[config.mk]
export PLATFORM = sky130hd
export DESIGN_NAME = axi_burst_master
export DESIGN_NICKNAME = d
export VERILOG_FILES = /design/src/rtl/axi_pkg.sv /design/src/rtl/axi_burst_master.sv
export SDC_FILE = /design/constraint.sdc
export NUM_CORES = 1
export LEC_CHECK = 0
export CORE_AREA = 2 2 116 118
export DETAILED_ROUTE_END_ITERATION = 10
export DIE_AREA = 0 0 118 120
export GPL_ROUTABILITY_DRIVEN = 0
export SLEW_MARGIN = 20
export SYNTH_ARGS = -nofsm -noshare
export SYNTH_HDL_FRONTEND = slang
export SYNTH_SLANG_ARGS = --single-unit
export TNS_END_PERCENT = 5
[constraint.sdc]
create_clock -name CLK -period 4.8 [get_ports CLK]
set_input_delay 1.44 -clock CLK [delete_from_list [all_inputs] [get_ports CLK]]
set_output_delay 1.44 -clock CLK [all_outputs]
set_load 0.005 [all_outputs]
[src/rtl/axi_pkg.sv]
// Shared AXI bus widths, encodings and the burst-master FSM state type.
// Bus-width macros are defined here once and reused by every AXI block.
`ifndef AXI_DEFINES_DONE
`define AXI_DEFINES_DONE
`define AXI_ID_BITS    4
`define AXI_ADDR_BITS  32
`define AXI_LEN_BITS   4
`define AXI_SIZE_BITS  3
`define AXI_DATA_BITS  32
`define AXI_STRB_BITS  4
`define AXI_SIZE_WORD  3'b010
`define AXI_BURST_INC  2'b01
`endif

package axi_pkg;

    localparam logic [1:0] RESP_OKAY   = 2'b00;
    localparam logic [1:0] RESP_SLVERR = 2'b10;
    localparam logic [1:0] BURST_INCR  = `AXI_BURST_INC;
    localparam logic [`AXI_SIZE_BITS-1:0] SIZE_WORD = `AXI_SIZE_WORD;

    typedef enum logic [2:0] {
        S_IDLE,
        S_AR,
        S_R,
        S_AW,
        S_W,
        S_B
    } axi_mst_state_t;

    // True when a word burst starting at this page offset runs past the 4 KB page.
    function automatic logic crosses_4k(input logic [11:0] offs, input logic [3:0] len);
        logic [12:0] end_b;
        end_b = {1'b0, offs} + (({9'b0, len} + 13'd1) << 2);
        return end_b > 13'd4096;
    endfunction

endpackage

[src/rtl/axi_burst_master.sv]
// AXI4 manager: one INCR word burst per local request, one transaction in flight.
// Define AXI_MASTER_4K_CHECK_EN to reject bursts that cross a 4 KB page.
module axi_burst_master
    import axi_pkg::*;
#(
    parameter logic [`AXI_ID_BITS-1:0] MASTER_ID = 4'd0
) (
    input  logic                        CLK,
    input  logic                        RST,
    input  logic                        req_valid,
    output logic                        req_ready,
    input  logic                        req_write,
    input  logic [31:0]                 req_addr,
    input  logic [3:0]                  req_len,
    input  logic                        wd_valid,
    output logic                        wd_ready,
    input  logic [31:0]                 wd_data,
    input  logic [3:0]                  wd_strb,
    output logic                        rd_valid,
    input  logic                        rd_ready,
    output logic [31:0]                 rd_data,
    output logic                        rd_last,
    output logic                        done,
    output logic                        err,
    output logic [`AXI_ID_BITS-1:0]     ARID,
    output logic [`AXI_ADDR_BITS-1:0]   ARADDR,
    output logic [`AXI_LEN_BITS-1:0]    ARLEN,
    output logic [`AXI_SIZE_BITS-1:0]   ARSIZE,
    output logic [1:0]                  ARBURST,
    output logic                        ARVALID,
    input  logic                        ARREADY,
    input  logic [`AXI_ID_BITS-1:0]     RID,
    input  logic [`AXI_DATA_BITS-1:0]   RDATA,
    input  logic [1:0]                  RRESP,
    input  logic                        RLAST,
    input  logic                        RVALID,
    output logic                        RREADY,
    output logic [`AXI_ID_BITS-1:0]     AWID,
    output logic [`AXI_ADDR_BITS-1:0]   AWADDR,
    output logic [`AXI_LEN_BITS-1:0]    AWLEN,
    output logic [`AXI_SIZE_BITS-1:0]   AWSIZE,
    output logic [1:0]                  AWBURST,
    output logic                        AWVALID,
    input  logic                        AWREADY,
    output logic [`AXI_DATA_BITS-1:0]   WDATA,
    output logic [`AXI_STRB_BITS-1:0]   WSTRB,
    output logic                        WLAST,
    output logic                        WVALID,
    input  logic                        WREADY,
    input  logic [`AXI_ID_BITS-1:0]     BID,
    input  logic [1:0]                  BRESP,
    input  logic                        BVALID,
    output logic                        BREADY
);

    axi_mst_state_t state, state_d;
    logic [31:0] addr_q, addr_d;
    logic [3:0]  len_q, len_d, cnt, cnt_d;
    logic        racc, racc_d, done_q, done_d, err_q, err_d, beat_err;

    always_ff @(posedge CLK) begin
        if (RST) begin
            state  <= S_IDLE;
            addr_q <= '0;
            len_q  <= '0;
            cnt    <= '0;
            racc   <= 1'b0;
            done_q <= 1'b0;
            err_q  <= 1'b0;
        end else begin
            state  <= state_d;
            addr_q <= addr_d;
            len_q  <= len_d;
            cnt    <= cnt_d;
            racc   <= racc_d;
            done_q <= done_d;
            err_q  <= err_d;
        end
    end

    assign done    = done_q;
    assign err     = err_q;
    assign ARADDR  = addr_q;
    assign ARLEN   = len_q;
    assign ARSIZE  = SIZE_WORD;
    assign ARBURST = BURST_INCR;
    assign AWADDR  = addr_q;
    assign AWLEN   = len_q;
    assign AWSIZE  = SIZE_WORD;
    assign AWBURST = BURST_INCR;

    always_comb begin
        state_d   = state;
        addr_d    = addr_q;
        len_d     = len_q;
        cnt_d     = cnt;
        racc_d    = racc;
        done_d    = 1'b0;
        err_d     = err_q;
        beat_err  = 1'b0;
        req_ready = 1'b0;
        wd_ready  = 1'b0;
        rd_valid  = 1'b0;
        rd_data   = '0;
        rd_last   = 1'b0;
        ARID      = '0;
        ARVALID   = 1'b0;
        RREADY    = 1'b0;
        AWID      = '0;
        AWVALID   = 1'b0;
        WDATA     = '0;
        WSTRB     = '0;
        WLAST     = 1'b0;
        WVALID    = 1'b0;
        BREADY    = 1'b0;
        case (state)
            S_IDLE: begin
                // Stay closed during the done cycle so back-to-back requests see a clean gap.
                req_ready = !done_q;
                if (req_valid && !done_q) begin
                    addr_d = req_addr;
                    len_d  = req_len;
                    cnt_d  = '0;
                    racc_d = 1'b0;
`ifdef AXI_MASTER_4K_CHECK_EN
                    if (crosses_4k(req_addr[11:0], req_len)) begin
                        done_d = 1'b1;
                        err_d  = 1'b1;
                    end else begin
                        state_d = req_write ? S_AW : S_AR;
                    end
`else
                    state_d = req_write ? S_AW : S_AR;
`endif
                end
            end
            S_AR: begin
                ARID    = MASTER_ID;
                ARVALID = 1'b1;
                if (ARREADY) state_d = S_R;
            end
            S_R: begin
                RREADY   = rd_ready;
                rd_valid = RVALID;
                rd_data  = RDATA;
                rd_last  = RLAST;
                if (RVALID && rd_ready) begin
                    cnt_d    = cnt + 4'd1;
                    // Early or missing RLAST both flag; extra beats are still drained.
                    beat_err = (RRESP != RESP_OKAY) || (RID != MASTER_ID) ||
                               (RLAST != (cnt == len_q));
                    if (RLAST) begin
                        state_d = S_IDLE;
                        done_d  = 1'b1;
                        err_d   = racc || beat_err;
                    end else begin
                        racc_d  = racc || beat_err;
                    end
                end
            end
            S_AW: begin
                AWID    = MASTER_ID;
                AWVALID = 1'b1;
                if (AWREADY) state_d = S_W;
            end
            S_W: begin
                WVALID   = wd_valid;
                wd_ready = WREADY;
                WDATA    = wd_data;
                WSTRB    = wd_strb;
                WLAST    = (cnt == len_q);
                if (wd_valid && WREADY) begin
                    cnt_d = cnt + 4'd1;
                    if (cnt == len_q) state_d = S_B;
                end
            end
            S_B: begin
                BREADY = 1'b1;
                if (BVALID) begin
                    state_d = S_IDLE;
                    done_d  = 1'b1;
                    err_d   = (BRESP != RESP_OKAY) || (BID != MASTER_ID);
                end
            end
            default: state_d = S_IDLE;
        endcase
    end

endmodule

==> impl_metrics.csv <==
group,metric,value,unit
status,status,"finished clean",
layout,final_area,5620,um^2
routing,firstDrtPassIters,4,
floorplanning,die_h,120,um
floorplanning,io_pins,298,
logic_synthesis,synth_edf_count,0,
timing,hold_viol,0,
flow_run,cap_viol_max_count,0,
floorplanning,rows,42,
timing,drv_slew,0,
clock_network,cts_hold_buf,0,
layout,regArea,921,um^2
routing,avgRoutedWirePerCell,13.4,um
layout,multi_input_area,1490,um^2
placed_design,postPlaceCellArea,5470,um^2
grt,grt_max_degree,47,
clock_network,cts_max_level,2,
layout,drive_gt1_frac,0.0325,
layout,nets,743,
layout,diodes,0,
routing,vias,3281,
floorplanning,start_util,0.220,
timing,relSlewSlack,0.427,
timing,timing.setup.tns,0,ns
grt,grt_pass1_wl,16.6,mm
clock_network,cts_resized,0,
routing,via_per_inst,4.15,
layout,fillers,1296,
power,power.density,337,nW/um^2
floorplanning,fp.coreArea,13000,um^2
critical_path,cp-end-kind,"output port",
logic_synthesis,async_flop_share,0,
logic_synthesis,synth.distinct_cells,44,
timing,max_freq,241,MHz
clock_network,clk_pin_slew,0.06,ns
grt,grt_use_total,0.143,
layout,final_cell_mix,"278 x clkdlybuf4s50_1, 78 x nand2_1, 76 x and2_1, 46 x dfxtp_1, 41 x a21oi_1",
timing,period_share,0.864,
logic_synthesis,ys.flop_type,"dfxtp_1",
timing,grt_setup_unrepaired,"false",
placed_design,place_ws,0.637,ns
grt,grt_overflow,0,
critical_path,critPathKind,"input port to output port",
grt,antenna_found_initial,0,
layout,final_common_cell,"clkdlybuf4s50_1",
clock_network,cts_buffers,5,
grt,grt_pass1_vias,3338,
routing,wl,10.6,mm
logic_synthesis,synth.yosys.seq_area_share,0.322,
timing,worst_pin_slew,0.859,ns
layout,syn2layout_area_growth,96.5,%
placed_design,post-dp-hpwl,8.61,mm
power,p_leak,2.07,nW
critical_path,cp_data_required_time,3.36,ns
clock_network,clockBufferDepth,2,
logic_synthesis,synth-seq-cells,46,
power,ir_drop,0.000150,V
clock_network,cts_root_buf,"clkbuf_16",
clock_network,cts_tree,"built",
worst_hold_path,hold_class,"flip-flop to flip-flop",
timing,fin_crit,4.15,ns
critical_path,setup.worst_path.start_class,"input port",
timing,setup_viol,0,
clock_network,postCtsSetupBuffers,0,
floorplanning,die_area,14200,um^2
power,p_total,1.90,mW
clock_network,clkSinkCount,46,
timing,finClkSkew,0.00454,ns
timing,finalWorstSetupSlack,0.651,ns
clock_network,clock_latency,0.28,ns
critical_path,crit_arrival,2.71,ns
logic_synthesis,synth.avg_cell_area,7.43,um^2
logic_synthesis,synth.cell_area,2860,um^2
critical_path,cp_max_fo,7,
routing,drc,0,
routing,detail-route-antenna-nets,0,
routing,drtIter0Drc,83,
logic_synthesis,ys.warnings.count,0,
floorplanning,dieWidth,118,um
placed_design,port_buffers,279,
logic_synthesis,netlist_instances,385,
[cell type report]
class / count / area share
Inverter: 5 / 0.00334
Clock buffer: 6 / 0.0247
Sequential cell: 46 / 0.164
Tap cell: 176 / 0.0392
Multi-Input combinational cell: 273 / 0.265
Clock inverter: 2 / 0.00223
Timing Repair Buffer: 283 / 0.501
[cells by family (layout without fill, tap and decap cells)]
logic type,Yosys count,count (layout),synth area share
and+or+nand+nor,187,187,0.341
buffers and inverters,82,296,0.181
AOI/OAI and AO/OA,59,59,0.122
DFF,46,46,0.322
xor gates and xnor gates,4,4,0.0122
muxes,4,4,0.0149
other,2,18,0.00263
adders and majority gates,1,1,0.00437
[stage by stage]
step,util,std cells,hold slack (ns)
floorplan,-,401,0.439
global placement,0.421,783,0.458
detailed placement,0.421,783,0.463
CTS,0.433,791,0.472
global route,0.433,791,0.491
finish,0.433,791,0.467
[power breakdown]
part           internal [mW]  switching [mW]
logic                  0.606           0.398
registers              0.457          0.0861
clock network          0.206           0.143
[worst max-delay path: stages]
cell and delay (ns):
clkdlybuf4s50_1 0.59, and2_1 0.17, clkdlybuf4s50_1 0.52
[metal layers]
layer | wire [um] | GRT usage | part of all wire
met5 | 0 | 0 | 0
met4 | 102 | 0.0324 | 0.0096
met3 | 853 | 0.0428 | 0.081
met2 | 5540 | 0.266 | 0.52
met1 | 4100 | 0.160 | 0.39
[worst paths after layout]
path	start	to	slack (ns)	cells past startpoint
setup reg to reg	state[0]$_SDFFE_PP0P_	cnt[3]$_SDFFE_PP0P_	2.63	5
hold reg to reg	ARADDR[5]$_SDFFE_PP0P_	ARADDR[5]$_SDFFE_PP0P_	0.47	2
setup / recovery	RLAST	rd_last	0.65	3
hold / removal	ARADDR[5]$_SDFFE_PP0P_	ARADDR[5]$_SDFFE_PP0P_	0.47	2
[flip-flops by register name (all words and copies together) (netlist names)]
| register | flops |
|---|---|
| err | 1 |
| done | 1 |
| racc | 1 |
| ARADDR | 32 |
| cnt | 4 |
| ARLEN | 4 |
| state | 3 |
[cell usage after synthesis (2+ instances only)]
| library cell | number | area (um^2) |
|---|---|---|
| a21oi_1 | 41 | 205 |
| and2_1 | 76 | 475 |
| buf_2 | 6 | 30.0 |
| buf_4 | 54 | 405 |
| clkbuf_1 | 16 | 60.1 |
| conb_1 | 2 | 7.51 |
| dfxtp_1 | 46 | 921 |
| inv_1 | 5 | 18.8 |
| mux2_2 | 2 | 22.5 |
| mux2i_1 | 2 | 20.0 |
| nand2_1 | 78 | 293 |
| nand2b_1 | 3 | 18.8 |
| nand4_1 | 2 | 12.5 |
| nor2_1 | 5 | 18.8 |
| nor2b_1 | 2 | 12.5 |
| nor3_1 | 5 | 25.0 |
| nor3b_1 | 4 | 30.0 |
| o211ai_1 | 2 | 15.0 |
| o21a_1 | 2 | 15.0 |
| o31ai_1 | 2 | 15.0 |
| o41ai_1 | 2 | 17.5 |
| or4_1 | 3 | 22.5 |
| xnor2_1 | 4 | 35.0 |
No activity file was read; power rests on OpenSTA's default activity.
